**src/rtl/pipe_ctrl_pkg.sv**
```systemverilog
// Shared constants for the pipeline control unit: stall patterns, stop/no-stop
// levels, FSM state type and the fixed-priority stall decode.
package pipe_ctrl_pkg;

    localparam int REG_W = 32;

    localparam logic STOP    = 1'b1;
    localparam logic NO_STOP = 1'b0;

    localparam logic [REG_W-1:0] ZERO_WORD = '0;

    // Bit k stalls stage k (0 PC, 1 IF, 2 ID, 3 EX, 4 MEM, 5 WB)
    localparam logic [5:0] STALL_MEM  = 6'b011111;
    localparam logic [5:0] STALL_EX   = 6'b001111;
    localparam logic [5:0] STALL_ID   = 6'b000111;
    localparam logic [5:0] STALL_IF   = 6'b000011;
    localparam logic [5:0] STALL_NONE = 6'b000000;

    typedef enum logic {
        RUN   = 1'b0,
        FLUSH = 1'b1
    } state_t;

    function automatic logic [5:0] stall_decode(
        input logic req_mem,
        input logic req_ex,
        input logic req_id,
        input logic req_if
    );
        if (req_mem)     return STALL_MEM;
        else if (req_ex) return STALL_EX;
        else if (req_id) return STALL_ID;
        else if (req_if) return STALL_IF;
        else             return STALL_NONE;
    endfunction

endpackage

```
**src/rtl/pipe_ctrl_sat.sv**
```systemverilog
// Saturating up-counter with synchronous reset and clear; holds at MAX
// instead of wrapping.
module sat_counter #(
    parameter int           W   = 8,
    parameter logic [W-1:0] MAX = '1
) (
    input  logic         clk,
    input  logic         rst,
    input  logic         clr,
    input  logic         inc,
    output logic [W-1:0] count
);

    logic [W-1:0] count_reg;

    always_ff @(posedge clk) begin
        if (rst)
            count_reg <= '0;
        else if (clr)
            count_reg <= '0;
        else if (inc && (count_reg != MAX))
            count_reg <= count_reg + W'(1);
    end

    assign count = count_reg;

endmodule

```
**src/rtl/pipe_ctrl.sv**
```systemverilog
// Pipeline control: merges stage stall requests, sequences exception flushes
// and keeps stall/flush statistics with a sticky stall watchdog.
module pipe_ctrl
    import pipe_ctrl_pkg::*;
#(
    parameter int MAX_STALL = 1023,  // must be >= 1
    parameter int CNT_W     = 32
) (
    input  logic             clk,
    input  logic             rst,
    input  logic             stallreq_if,
    input  logic             stallreq_id,
    input  logic             stallreq_ex,
    input  logic             stallreq_mem,
    input  logic             excp_valid,
    input  logic [REG_W-1:0] excp_vector,
    output logic [5:0]       stall,
    output logic             flush,
    output logic [REG_W-1:0] new_pc,
    output logic             stall_timeout,
    output logic [CNT_W-1:0] stall_cycles,
    output logic [15:0]      flush_count
);

    localparam int              RUN_W   = $clog2(MAX_STALL + 1);
    localparam logic [RUN_W-1:0] RUN_MAX = RUN_W'(MAX_STALL);

    state_t           state_reg, state_next;
    logic [REG_W-1:0] new_pc_reg;
    logic             timeout_reg;
    logic [RUN_W-1:0] run_len;
    logic             take_excp;
    logic             pc_stalled;

    assign take_excp  = (state_reg == RUN) && excp_valid;
    assign pc_stalled = (stall[0] == STOP);

    always_ff @(posedge clk) begin
        if (rst)
            state_reg <= RUN;
        else
            state_reg <= state_next;
    end

    // An exception in RUN wins over every stall request so the faulting
    // instruction is not held while the flush is being scheduled.
    always_comb begin
        state_next = state_reg;
        stall      = STALL_NONE;
        flush      = 1'b0;
        case (state_reg)
            RUN: begin
                if (excp_valid)
                    state_next = FLUSH;
                else
                    stall = stall_decode(stallreq_mem, stallreq_ex,
                                         stallreq_id, stallreq_if);
            end
            FLUSH: begin
                flush      = 1'b1;
                state_next = RUN;
            end
            default: state_next = RUN;
        endcase
        if (rst)
            stall = STALL_NONE;
    end

    always_ff @(posedge clk) begin
        if (rst)
            new_pc_reg <= ZERO_WORD;
        else if (take_excp)
            new_pc_reg <= excp_vector;
    end

    // Set on the edge where run_len reaches MAX_STALL, so it appears together
    // with the saturated run length.
    always_ff @(posedge clk) begin
        if (rst)
            timeout_reg <= 1'b0;
        else if (pc_stalled && (run_len >= RUN_MAX - RUN_W'(1)))
            timeout_reg <= 1'b1;
    end

    sat_counter #(.W(CNT_W)) u_stall_cycles (
        .clk   (clk),
        .rst   (rst),
        .clr   (1'b0),
        .inc   (pc_stalled),
        .count (stall_cycles)
    );

    sat_counter #(.W(16)) u_flush_count (
        .clk   (clk),
        .rst   (rst),
        .clr   (1'b0),
        .inc   (take_excp),
        .count (flush_count)
    );

    sat_counter #(.W(RUN_W), .MAX(RUN_MAX)) u_run_len (
        .clk   (clk),
        .rst   (rst),
        .clr   (!pc_stalled),
        .inc   (pc_stalled),
        .count (run_len)
    );

    assign new_pc        = new_pc_reg;
    assign stall_timeout = timeout_reg;

endmodule

```
**config.mk**
```make
export PLATFORM = sky130hd
export DESIGN_NAME = pipe_ctrl
export DESIGN_NICKNAME = d
export VERILOG_FILES = /design/src/rtl/pipe_ctrl_pkg.sv /design/src/rtl/pipe_ctrl_sat.sv /design/src/rtl/pipe_ctrl.sv
export SDC_FILE = /design/constraint.sdc
export NUM_CORES = 1
export LEC_CHECK = 0
export BUFFER_PORTS_ARGS = -buffer_cell sky130_fd_sc_hd__buf_2
export CAP_MARGIN = 20
export CORE_MARGIN = 2
export CORE_UTILIZATION = 50
export CTS_CLUSTER_DIAMETER = 200
export DETAILED_ROUTE_END_ITERATION = 6
export PLACE_DENSITY = 0.78
export SLEW_MARGIN = 20
export SYNTH_ARGS = -nofsm -noshare
export SYNTH_HDL_FRONTEND = slang
export SYNTH_SLANG_ARGS = --single-unit
```
**constraint.sdc**
```tcl
create_clock -name clk -period 4.8 [get_ports clk]
set_input_delay 0.48 -clock clk [delete_from_list [all_inputs] [get_ports clk]]
set_output_delay 0.48 -clock clk [all_outputs]
set_load 0.01 [all_outputs]
```
==> results of run 1 <==
[report_power, final]
group          switching (mW)  total [mW]  internal, mW
clock network           0.297       0.562         0.266
registers              0.0126       0.795         0.782
logic                  0.0679       0.112        0.0441
total                   0.377        1.47          1.09
[tightest hold or removal path, cell delays in order]
cell and delay, ps:
buf_2 90, nand2_1 40, a21oi_1 50
[layout make-up]
class	instances	area, um^2
clock buffer	10	138
clock inverter	6	82.6
fill	744	2840
inverter	10	38.8
multi-input combinational	372	2070
sequential	92	1840
tap	102	128
timing repair buffer	131	671
[cells in the mapped netlist (all sizes together), types with 2 or more instances]
cell and count:
o21ai 16, nand3 19, nor4b 2, and4 10
or2 2, nor4 8, clkbuf 22, ha 4
and3 6, dfxtp 92, o211ai 3, nor2b 2
o41ai 3, buf 8, a21oi 60, xor2 4
and2 3, xnor2 18, nand2 90, nor3 14
inv 9, o311ai 3, nor2 37, or3 15
nor3b 3, nand4 16, a31oi 3, or4 11
o31ai 10, a211oi 2
[worst paths after layout]
kind                                        start  cells after the start                                     to  slack [ps]
max          u_stall_cycles.count[0]$_SDFFE_PP0P_                      6  u_stall_cycles.count[30]$_SDFFE_PP0P_        2410
min                                excp_vector[7]                      3                 new_pc[7]$_SDFFE_PP0P_         330
max reg2reg  u_stall_cycles.count[0]$_SDFFE_PP0P_                      6  u_stall_cycles.count[30]$_SDFFE_PP0P_        2410
min reg2reg                new_pc[2]$_SDFFE_PP0P_                      2                 new_pc[2]$_SDFFE_PP0P_         460
[per-layer routing]
metal	global-route usage (%)	routed length [um]
met1	27.8	4420
met2	38.7	5030
met3	3.43	530
met4	8.94	164
met5	0	0
[metrics by stage]
step	setup slack [ps]	area [um^2]	util, %	power, mW	hold slack (ps)
final	2410	4960	63.6	1.47	328
after detailed placement	2200	4740	60.8	0.925	443
after global placement	2270	4740	60.8	0.921	438
after CTS	2430	4960	63.6	1.48	323
after global routing	2170	4960	63.6	1.53	325
after floorplan	2470	4090	-	0.878	475
[cell families (layout without fill, tap and decap cells)]
group / count (synthesis) / count (layout) / share of synthesized area [%]
AND/OR/NAND/NOR: 239 / 239 / 29.2
AO/OA/AOI/OAI: 104 / 104 / 14.8
flip-flops: 92 / 92 / 45.1
buffers and inverters: 40 / 157 / 4.41
XOR/XNOR: 22 / 22 / 4.72
adder cells (fa/ha/maj): 4 / 4 / 1.23
multiplexers: 2 / 2 / 0.521
other: 1 / 1 / 0.0918
==> metrics list, run 1 <==
* Clock Sink Count: 92
- The die covers 0.00891 mm^2.
- For this run, the top clock speed supported by timing is 418 MHz.
* Number of ports placed on the die boundary: 127
- Placeable core area: 0.00781 mm^2
* Max Buffers Root-to-Sink: 2
* Crit path cell chain: ha_1 > nand3_1 > nor3_2 > o211ai_1 > or4_1 > a21oi_1
* Pins over their slew limit: 0
* Detail Placement HPWL: 7120 um
* Number of max-capacitance violations reported: 0
- During placement, the flow inserted port buffers numbering 125.
- Router iterations before antenna repair: 5
- Of all cell types, the one taking the most synthesized area is dfxtp_1.
* Worst path max stage delay: 540 ps
- CTS clk-pin slew, worst paths: 110 ps
- Buf/Inv on CP: 0
- Once the floorplan was initialized, standard cells occupied 52.3% of the core.
- In this design, the largest share of critical-path delay is due to simple AND/OR/NAND/NOR gates.
* Gate count after technology mapping: 504
* Setup TNS Final: 0 ps
- In the final design database the tool counted 659 nets.
- Worst hold path class: in2reg
- Unique masters post-synth: 46
- The library cell used most frequently in the layout, excluding fill and tap cells, is buf_2.
- Dividing the detail-routed via count by the number of cells gives 5.60.
- Setup repair after global routing left no endpoint under its margin.
- Number of CTS-inserted buffers: 9
- Leakage power total: 2.01 nW
* Critical path launch point type: flip-flop
* DRC: 0
- The via count of the first global-routing pass is 3,480.
* Clock tree from TritonCTS: built
- In this run the vertical extent of the chip is 94.4 um.
- The routed layout has 4,046 vias.
- Yosys printed 0 warnings.
- The post-route netlist has 24.6% of its cells at a drive strength greater than 1.
- Post-DR wirelength/cell: 14.0 um
- Routed wire length: 10,100 um
- For this run, the leading register cell type out of synthesis is dfxtp_1.
- Initial antenna violation count: 0
- On the critical path, the stage with the largest delay is an instance of or4_1.
- Async set-reset flop share out of synthesis: 0%
- At the later pin of the worst-skew pair, clock insertion delay measures 370 ps.
- Number of enable-type register cells in the synthesized netlist: 0
- Non-filler instance count after layout: 723
- Part of the Yosys area used for sequential elements: 45.1%
- The first global-routing pass estimated 16,000 um of wire.
- Diode insertion count for antenna repair: 0
- VDD sags by at most 0.153 mV.
* Placed cells: 707
- Sorting the synthesized cells by area gives the leading types as dfxtp_1, nand2_1, a21oi_1.
- Summing every instance area after synthesis gives 0.00409 mm^2.
- Shortest clock period the worst path allows after layout: 2390 ps
- Counting flops and latches in the post-synthesis netlist gives 92.
* Run status: finished clean
- CTS Hold Buffers Added: 0
* Skew final: 15.6 ps
- Library cell used as clock root buffer: clkbuf_8
- H-tree level count: 3
- Max_slew headroom: 28.9%
- The number of nets in the synthesized netlist is 547.
- Drt initial violations: 184
* Sum of overflow across all layers after global routing: 0
- Die width: 94.4 um
* Setup violators final: 0
- Of the available clock period, the critical path in the final layout requires 49.8%.
* Synthesis-to-layout area growth: 21.5%
- Areal power density over the cells: 296 mW/mm^2
- Startpoint-to-endpoint class of the critical path: reg2reg
- Commonest cells after routing, fill and taps aside: buf_2, dfxtp_1, nand2_1
* Crit Path Max Fanout: 13
- Transition time of the tightest slew-check pin: 1060 ps
* Data arrival at the endpoint of the critical path: 2680 ps
* Syn_area_per_cell: 8.11 um^2
- Cts repair resizes: 0
- Gr usage total: 22.3%
- Global placer's final weighted congestion: 0.823
- The number of hold-slack violations in the final timing report was 0.
* Count of antenna-violating nets left after detailed routing: 0
* Post-CTS setup buffers: 0
- Floorplan row count: 32
- Entering global routing, the biggest net connects 82 pins.
* Share of Yosys cell area claimed by the top area cell type: 45.1%
- For the worst setup path, the data required time is 5090 ps.
* Crit path capture type: flip-flop
Power figures use the tool's default switching activity.
==> run 2: changes to the inputs <==
--- a/config.mk
+++ b/config.mk
@@ -8,10 +8,10 @@
 export BUFFER_PORTS_ARGS = -buffer_cell sky130_fd_sc_hd__buf_2
 export CAP_MARGIN = 20
 export CORE_MARGIN = 2
-export CORE_UTILIZATION = 50
+export CORE_UTILIZATION = 46
 export CTS_CLUSTER_DIAMETER = 200
 export DETAILED_ROUTE_END_ITERATION = 6
-export PLACE_DENSITY = 0.78
+export PLACE_DENSITY = 0.76
 export SLEW_MARGIN = 20
 export SYNTH_ARGS = -nofsm -noshare
 export SYNTH_HDL_FRONTEND = slang
==> constraint.sdc (replaced) <==
create_clock -name clk -period 2 [get_ports clk]
set_input_delay 0.2 -clock clk [delete_from_list [all_inputs] [get_ports clk]]
set_output_delay 0.2 -clock clk [all_outputs]
set_load 0.01 [all_outputs]
==> metrics list, run 2 (synthesized netlist as in run 1, its figures left out) <==
- The layer flagged by global routing as most heavily used is met2.
- Areal power density over the cells: 670 mW/mm^2
* Layout cell share with drive strength beyond 1: 31.7%
* Sum of overflow across all layers after global routing: 0
- At the worst endpoint, the arrival time is 2250 ps.
- Total Nets Final: 706
- DRC: 0
- Initial antenna violation count: 0
- The tree is rooted in a clkbuf_8.
* Power share of the combinational group: 8.3%
* First-pass GRT wire length: 17,100 um
- Setup repair after global routing could not meet its margin everywhere.
- In the finished design, the share of the clock period the worst path needs comes to 98.8%.
* Detail Placement HPWL: 7630 um
- The floorplan step defined a die boundary enclosing 0.00965 mm^2.
* Run status: finished clean
- Routability-driven placement finished with a final weighted congestion of 0.924.
* Max_slew headroom: 43.3%
- The max-slew violation count was 0.
- The number of placed instances, taps included, is 753.
* Data required, critical path: 2280 ps
- Met1 global-route usage: 27.2%
- Routed via count: 4,248
* Router iterations before antenna repair: 5
* Worst hold path class: in2reg
* Crit path capture type: flip-flop
- After floorplanning, the core was sized to cover 0.00868 mm^2.
- Setup TNS Final: 0 ps
- Summed over all layers, the routed wires come to 10,700 um.
- The clock network is responsible for 38.9% of the overall power.
- The via count of the first global-routing pass came to 3,748.
* Hold depth: 3
* Setup slack of the worst register-to-register path: 20 ps
- The completed layout was analyzed and its total power is 3.61 mW.
- Post-DR wirelength/cell: 13.8 um
* Endpoint with the worst hold slack: new_pc[20]$_SDFFE_PP0P_
* Vertical die dimension: 98.2 um
- The clock passes through at most 2 buffers.
* Grt met3 use: 2.86%
- After layout, the minimum clock period comes to 1980 ps.
* Maximum number of pins on one net before global-route repair: 82
* R2r worst-path depth: 7
- For this design the top-level I/O count stands at 127.
- Startpoint of the most critical register-to-register path: state_reg$_SDFF_PP0_
* Critical path launch point type: flip-flop
- Prior to clock tree synthesis, the placed netlist has a worst setup slack of -113 ps.
* Post-detailed-route via-to-cell ratio: 5.47
* Non-filler instance count after layout: 776
- Once the floorplan was initialized, standard cells occupied 47.1% of the core.
- Met2 Usage GRT: 36.5%
- Registers are responsible for 52.8% of the overall power.
* Internal power component: 2.72 mW
- CTS clk-pin slew, worst paths: 100 ps
* Final hold viol count: 0
- Measured on the finished design, the core utilization comes to 62.1%.
* Commonest cells after routing, fill and taps aside: buf_2, nand2_1, dfxtp_1
* Drt initial violations: 187
* Synthesis-to-layout area growth: 31.9%
* Worst skew pair latency: 350 ps
- Worst setup margin: 23.3 ps
- Leakage power total: 2.27 nW
* Number of filler cells placed in the layout: 780
- The setup path with the least slack is of type reg2reg.
- Crit Path Max Fanout: 8
- The repair_antennas step left the layout with diodes totalling 0.
* Skew final: 10.9 ps
- Count of antenna-violating nets left after detailed routing: 0
- In this run the most critical hold path is launched from excp_vector[20].
- R2R Path End: u_stall_cycles.count[7]$_SDFFE_PP0P_
- The H-tree generated during clock tree synthesis spans 3 levels.
- Input and output buffers added on the ports amount to 125.
- Clock tree from TritonCTS: built
* Number of CTS-inserted buffers: 9
- Peak clock frequency supported by timing: 506 MHz
- Gr usage total: 21.1%
- Leaving out fill and tap cells, the most frequent cell in the layout is buf_2.
- Max-cap violations in this run came to 0.
- At the pin with the least slew margin, the transition time is 851 ps.
* Switching share of power: 24.5%
* Setup violators final: 0
- From left edge to right edge, the die measures 98.2 um.
- Clock Sink Count: 92
* Switching power total: 884 uW
* VDD IR-drop max: 0.388 mV
* Floorplan row count: 34
-- run 2: changes by cell type in the layout (fill, tap and decap cells not counted), moves of 2 or more --
cell / change
or4_1: -2
dfxtp_2: +4
buf_4: +47
or4_4: +2
dfxtp_1: -4
-- run 2: per-stage QoR --
step                      instance area [um^2]  hold WS, ps
after floorplan                           4100          336
after global placement                    5060          438
after detailed placement                  5060          445
after CTS                                 5310         57.7
after global routing                      5390         62.0
final                                     5390         70.8
-- run 2: layout make-up --
type | count | area, um^2 | share of cell area [%]
inverters | 10 | 40.0 | 0.743
repair buffers | 178 | 1020 | 19.0
clock inverters | 6 | 95.1 | 1.76
clock buffers | 10 | 128 | 2.37
well taps | 108 | 135 | 2.51
multi-input cells | 372 | 2120 | 39.4
flip-flops and latches | 92 | 1850 | 34.3
-- run 2: routing by layer --
| metal | wire length (um) | share of wire [%] |
|---|---|---|
| met2 | 5320 | 50 |
| met1 | 4560 | 43 |
| met5 | 0 | 0 |
| met4 | 171 | 1.6 |
| met3 | 647 | 6.0 |
-- run 2: worst max-delay path: stages (launching register included) --
cell	delay, ps
dfxtp_2	330
or3_4	350
or2_4	280
inv_4	70
o41ai_4	90
buf_4	180
or4_4	470
a21oi_1	140
-- run 2: how the worst max path moves through the flow --
stage,to,slack (ps),depth (start not counted),start
after detailed placement,u_stall_cycles.count[7]$_SDFFE_PP0P_,-110,8,rst
after global placement,u_stall_cycles.count[7]$_SDFFE_PP0P_,-30,8,rst
final,u_stall_cycles.count[7]$_SDFFE_PP0P_,20,7,state_reg$_SDFF_PP0_
after CTS,u_stall_cycles.count[7]$_SDFFE_PP0P_,2,7,state_reg$_SDFF_PP0_
after global routing,u_stall_cycles.count[7]$_SDFFE_PP0P_,-30,7,state_reg$_SDFF_PP0_
after floorplan,u_stall_cycles.count[9]$_SDFFE_PP0P_,20,9,rst
-- run 2: timing repair --
action,4_1_cts,5_1_grt
hold buffers,0,0
pin swaps,0,8
gates cloned,0,1
setup buffers,3,3
endpoints found under the setup margin,2,18
resized for setup,1,18
-- run 2: power by group through the flow --
stage               Sequential, mW  Combinational [mW]  Clock, mW
floorplan                     1.97               0.139          0
global placement              1.94               0.279          0
detailed placement            1.95               0.286          0
CTS                           1.91               0.293       1.43
global route                  1.91               0.333       1.52
finish                        1.91               0.299       1.40
==> run 3: changes to the inputs <==
--- a/config.mk
+++ b/config.mk
@@ -5,13 +5,14 @@
 export SDC_FILE = /design/constraint.sdc
 export NUM_CORES = 1
 export LEC_CHECK = 0
+export ABC_AREA = 1
 export BUFFER_PORTS_ARGS = -buffer_cell sky130_fd_sc_hd__buf_2
 export CAP_MARGIN = 20
 export CORE_MARGIN = 2
-export CORE_UTILIZATION = 46
+export CORE_UTILIZATION = 48
 export CTS_CLUSTER_DIAMETER = 200
 export DETAILED_ROUTE_END_ITERATION = 6
-export PLACE_DENSITY = 0.76
+export PLACE_DENSITY = 0.77
 export SLEW_MARGIN = 20
 export SYNTH_ARGS = -nofsm -noshare
 export SYNTH_HDL_FRONTEND = slang
==> metrics list, run 3 <==
* Via count of the first global-routing pass: 4,291
* Final non-filler cell area: 0.00574 mm^2
* Global placer's final weighted congestion: 0.863
- Proportion of power drawn by the clock network: 38.7%
* Run status: finished clean
- Total Nets Final: 883
- Post-CTS setup buffers: 0
* Netlist area before placement: 0.00483 mm^2
- Placed cells: 962
* Post-detailed-route via-to-cell ratio: 4.81
* DRC: 0
- Library cell used as clock root buffer: clkbuf_8
- The post-route netlist has 23.2% of its cells at a drive strength greater than 1.
* Uppermost layer routed: met4
- The tool flagged a number of max-cap violations equal to 0.
- After synthesis, the share of flip-flops with an asynchronous set or reset is 0%.
- Initial antenna violation count: 0
- The worst-case IR drop observed on VDD is 0.406 mV.
- Max Buffers Root-to-Sink: 2
- The max-slew violation count is 0.
* Hold depth: 3
* YS warnings: 0
- Most numerous cell in the Yosys netlist: nor2_1
- Summed over all cells, the static leakage comes to 2.59 nW.
* Worst skew pair latency: 370 ps
- Part of the Yosys area used for sequential elements: 38.2%
* Number of CTS-inserted buffers: 9
* Clock Sink Count: 92
- Transition time of the tightest slew-check pin: 593 ps
* Worst hold path class: in2reg
- R2r worst-path depth: 8
- Setup TNS Final: 0 ps
- The first global-routing pass estimated 19,500 um of wire.
- For the worst setup path, the data required time is 1800 ps.
- Post-DR wirelength/cell: 11.9 um
- The worst path in the final design needs a cycle of 1830 ps, including I/O delays and setup.
- Gate count after technology mapping: 723
- Switching power total: 958 uW
* Crit path capture type: primary output
- Once placement finished, the instance area stood at 0.00551 mm^2.
- The number of antenna diodes in the final layout is 0.
- Detailed placement finished with a half-perimeter wire length of 8380 um.
- Synthesis-to-layout area growth: 18.9%
* Critical path launch point type: flip-flop
* Main synth FF type: dfxtp_1
- The final layout contains routed wiring with a total length of 11,600 um.
- Static timing analysis puts the maximum clock frequency at 546 MHz.
* Commonest cells after routing, fill and taps aside: nor2_1, nand2_1, buf_2
* Share of Yosys cell area claimed by the top area cell type: 38.2%
* Power share of the combinational group: 9.5%
* Areal power density over the cells: 651 mW/mm^2
* Cts repair resizes: 0
- Metal2 WL: 5210 um
- Placeable core area: 0.00977 mm^2
- Largest area contributor in the netlist: dfxtp_1
- Routed via count: 4,708
* Crit Path Max Fanout: 21
- In this run the mean area of a mapped cell was 6.67 um^2.
* H-tree level count: 3
* Skew final: 9.71 ps
* Leading post-synthesis cells by cell area: dfxtp_1, nor2_1, nand2_1
* Startpoint-to-endpoint class of the critical path: reg2out
* Drt initial violations: 190
- In this run switching power makes up 25.7% of total power.
- Number of enable-type register cells in the synthesized netlist: 0
- For this design, the CTS-stage hold fixing added 0 buffers.
- The first TritonRoute pass finished after 4 iterations.
- Sum of overflow across all layers after global routing: 0
* Clock tree from TritonCTS: built
* Initial Util: 49.4%
- In this run, flip-flops and latches consume 51.8% of the power.
* Maximum number of pins on one net before global-route repair: 66
* CTS clk-pin slew, worst paths: 100 ps
- Setup violators final: 0
- The number of hold-slack violations in the final timing report was 0.
- Non-filler instance count after layout: 978
- The library cell used most frequently in the layout, excluding fill and tap cells, is nor2_1.
- At the worst endpoint, the arrival time is 1630 ps.
- Max_slew headroom: 60.4%
- After detailed routing, the wire length on met1 is 5580 um.
- Number of ports placed on the die boundary: 127
- After detailed routing, the met3 layer carries 660 um of wire.
- Overall power consumption: 3.73 mW
- Count of antenna-violating nets left after detailed routing: 0
- Synthesized net count: 766
* Count of input and output buffers: 125
- The floorplan step defined a die boundary enclosing 0.0109 mm^2.
- Unique masters post-synth: 35
- Die width: 104 um
* Gr usage total: 21.5%
* Floorplan row count: 36
- Unrepaired setup endpoints after global routing: false
- Cell internal power was estimated by the tool at 2.78 mW.
* Commonest cells post-synth: nor2_1, nand2_1, dfxtp_1, inv_1, nand3_1
* Synthesis-stage register bit count: 92
* Vertical die dimension: 104 um
* Final period utilization: 91.6%
## run 3: final timing paths
kind | from | to | slack (ps)
setup / recovery | state_reg$_SDFF_PP0_ | stall[0] | 170
hold / removal | excp_vector[11] | new_pc[11]$_SDFFE_PP0P_ | 50
setup reg to reg | u_flush_count.count[0]$_SDFFE_PP0P_ | u_flush_count.count[8]$_SDFFE_PP0P_ | 240
hold reg to reg | stall_timeout$_SDFFE_PP0P_ | stall_timeout$_SDFFE_PP0P_ | 450
## run 3: kinds of logic after synthesis
kind of cell             count (synthesis)  synth area share [%]
AO/OA/AOI/OAI                           83                  9.77
XOR/XNOR                                10                  1.82
adder cells (fa/ha/maj)                  4                  1.04
buffers and inverters                   88                  8.48
flip-flops                              92                  38.2
other                                    1                0.0777
AND/OR/NAND/NOR                        445                  40.7
## run 3: cell type report
| class | count | area (um^2) |
|---|---|---|
| Clock buffer | 10 | 138 |
| Clock inverter | 6 | 92.6 |
| Fill cell | 979 | 4040 |
| Inverter | 60 | 230 |
| Multi-Input combinational cell | 543 | 2570 |
| Sequential cell | 92 | 1840 |
| Tap cell | 133 | 166 |
| Timing Repair Buffer | 134 | 693 |
## run 3: per-layer routing
| metal | GRT usage [%] | vias to the layer above |
|---|---|---|
| met5 | 0 | - |
| met4 | 7.72 | 0 |
| met3 | 4.76 | 14 |
| met2 | 35.2 | 109 |
| met1 | 27.9 | 2077 |
| li1 | - | 2508 |
## run 3: power by group through the flow
| stage | registers (mW) | clock network (mW) | logic, mW |
|---|---|---|---|
| finish | 1.93 | 1.44 | 0.356 |
| global route | 1.94 | 1.56 | 0.401 |
| floorplan | 2.00 | 0 | 0.201 |
| CTS | 1.93 | 1.48 | 0.360 |
| global placement | 1.97 | 0 | 0.356 |
| detailed placement | 1.97 | 0 | 0.360 |
## run 3: worst max-delay path, cell delays in order, from the launching register on
cell and delay (ps):
dfxtp_1 360, inv_2 80, nand2_2 70, nor2_4 140, nand2_2 70, nand2_2 320, buf_2 220
## run 3: per-stage QoR
step                utilization (%)  hold slack (ps)  worst slack (ps)
floorplan                         -              335               381
global placement               56.3              423               291
detailed placement             56.3              428               255
CTS                            58.7             33.9               159
global route                   58.7             45.3              42.6
finish                         58.7             49.1               167
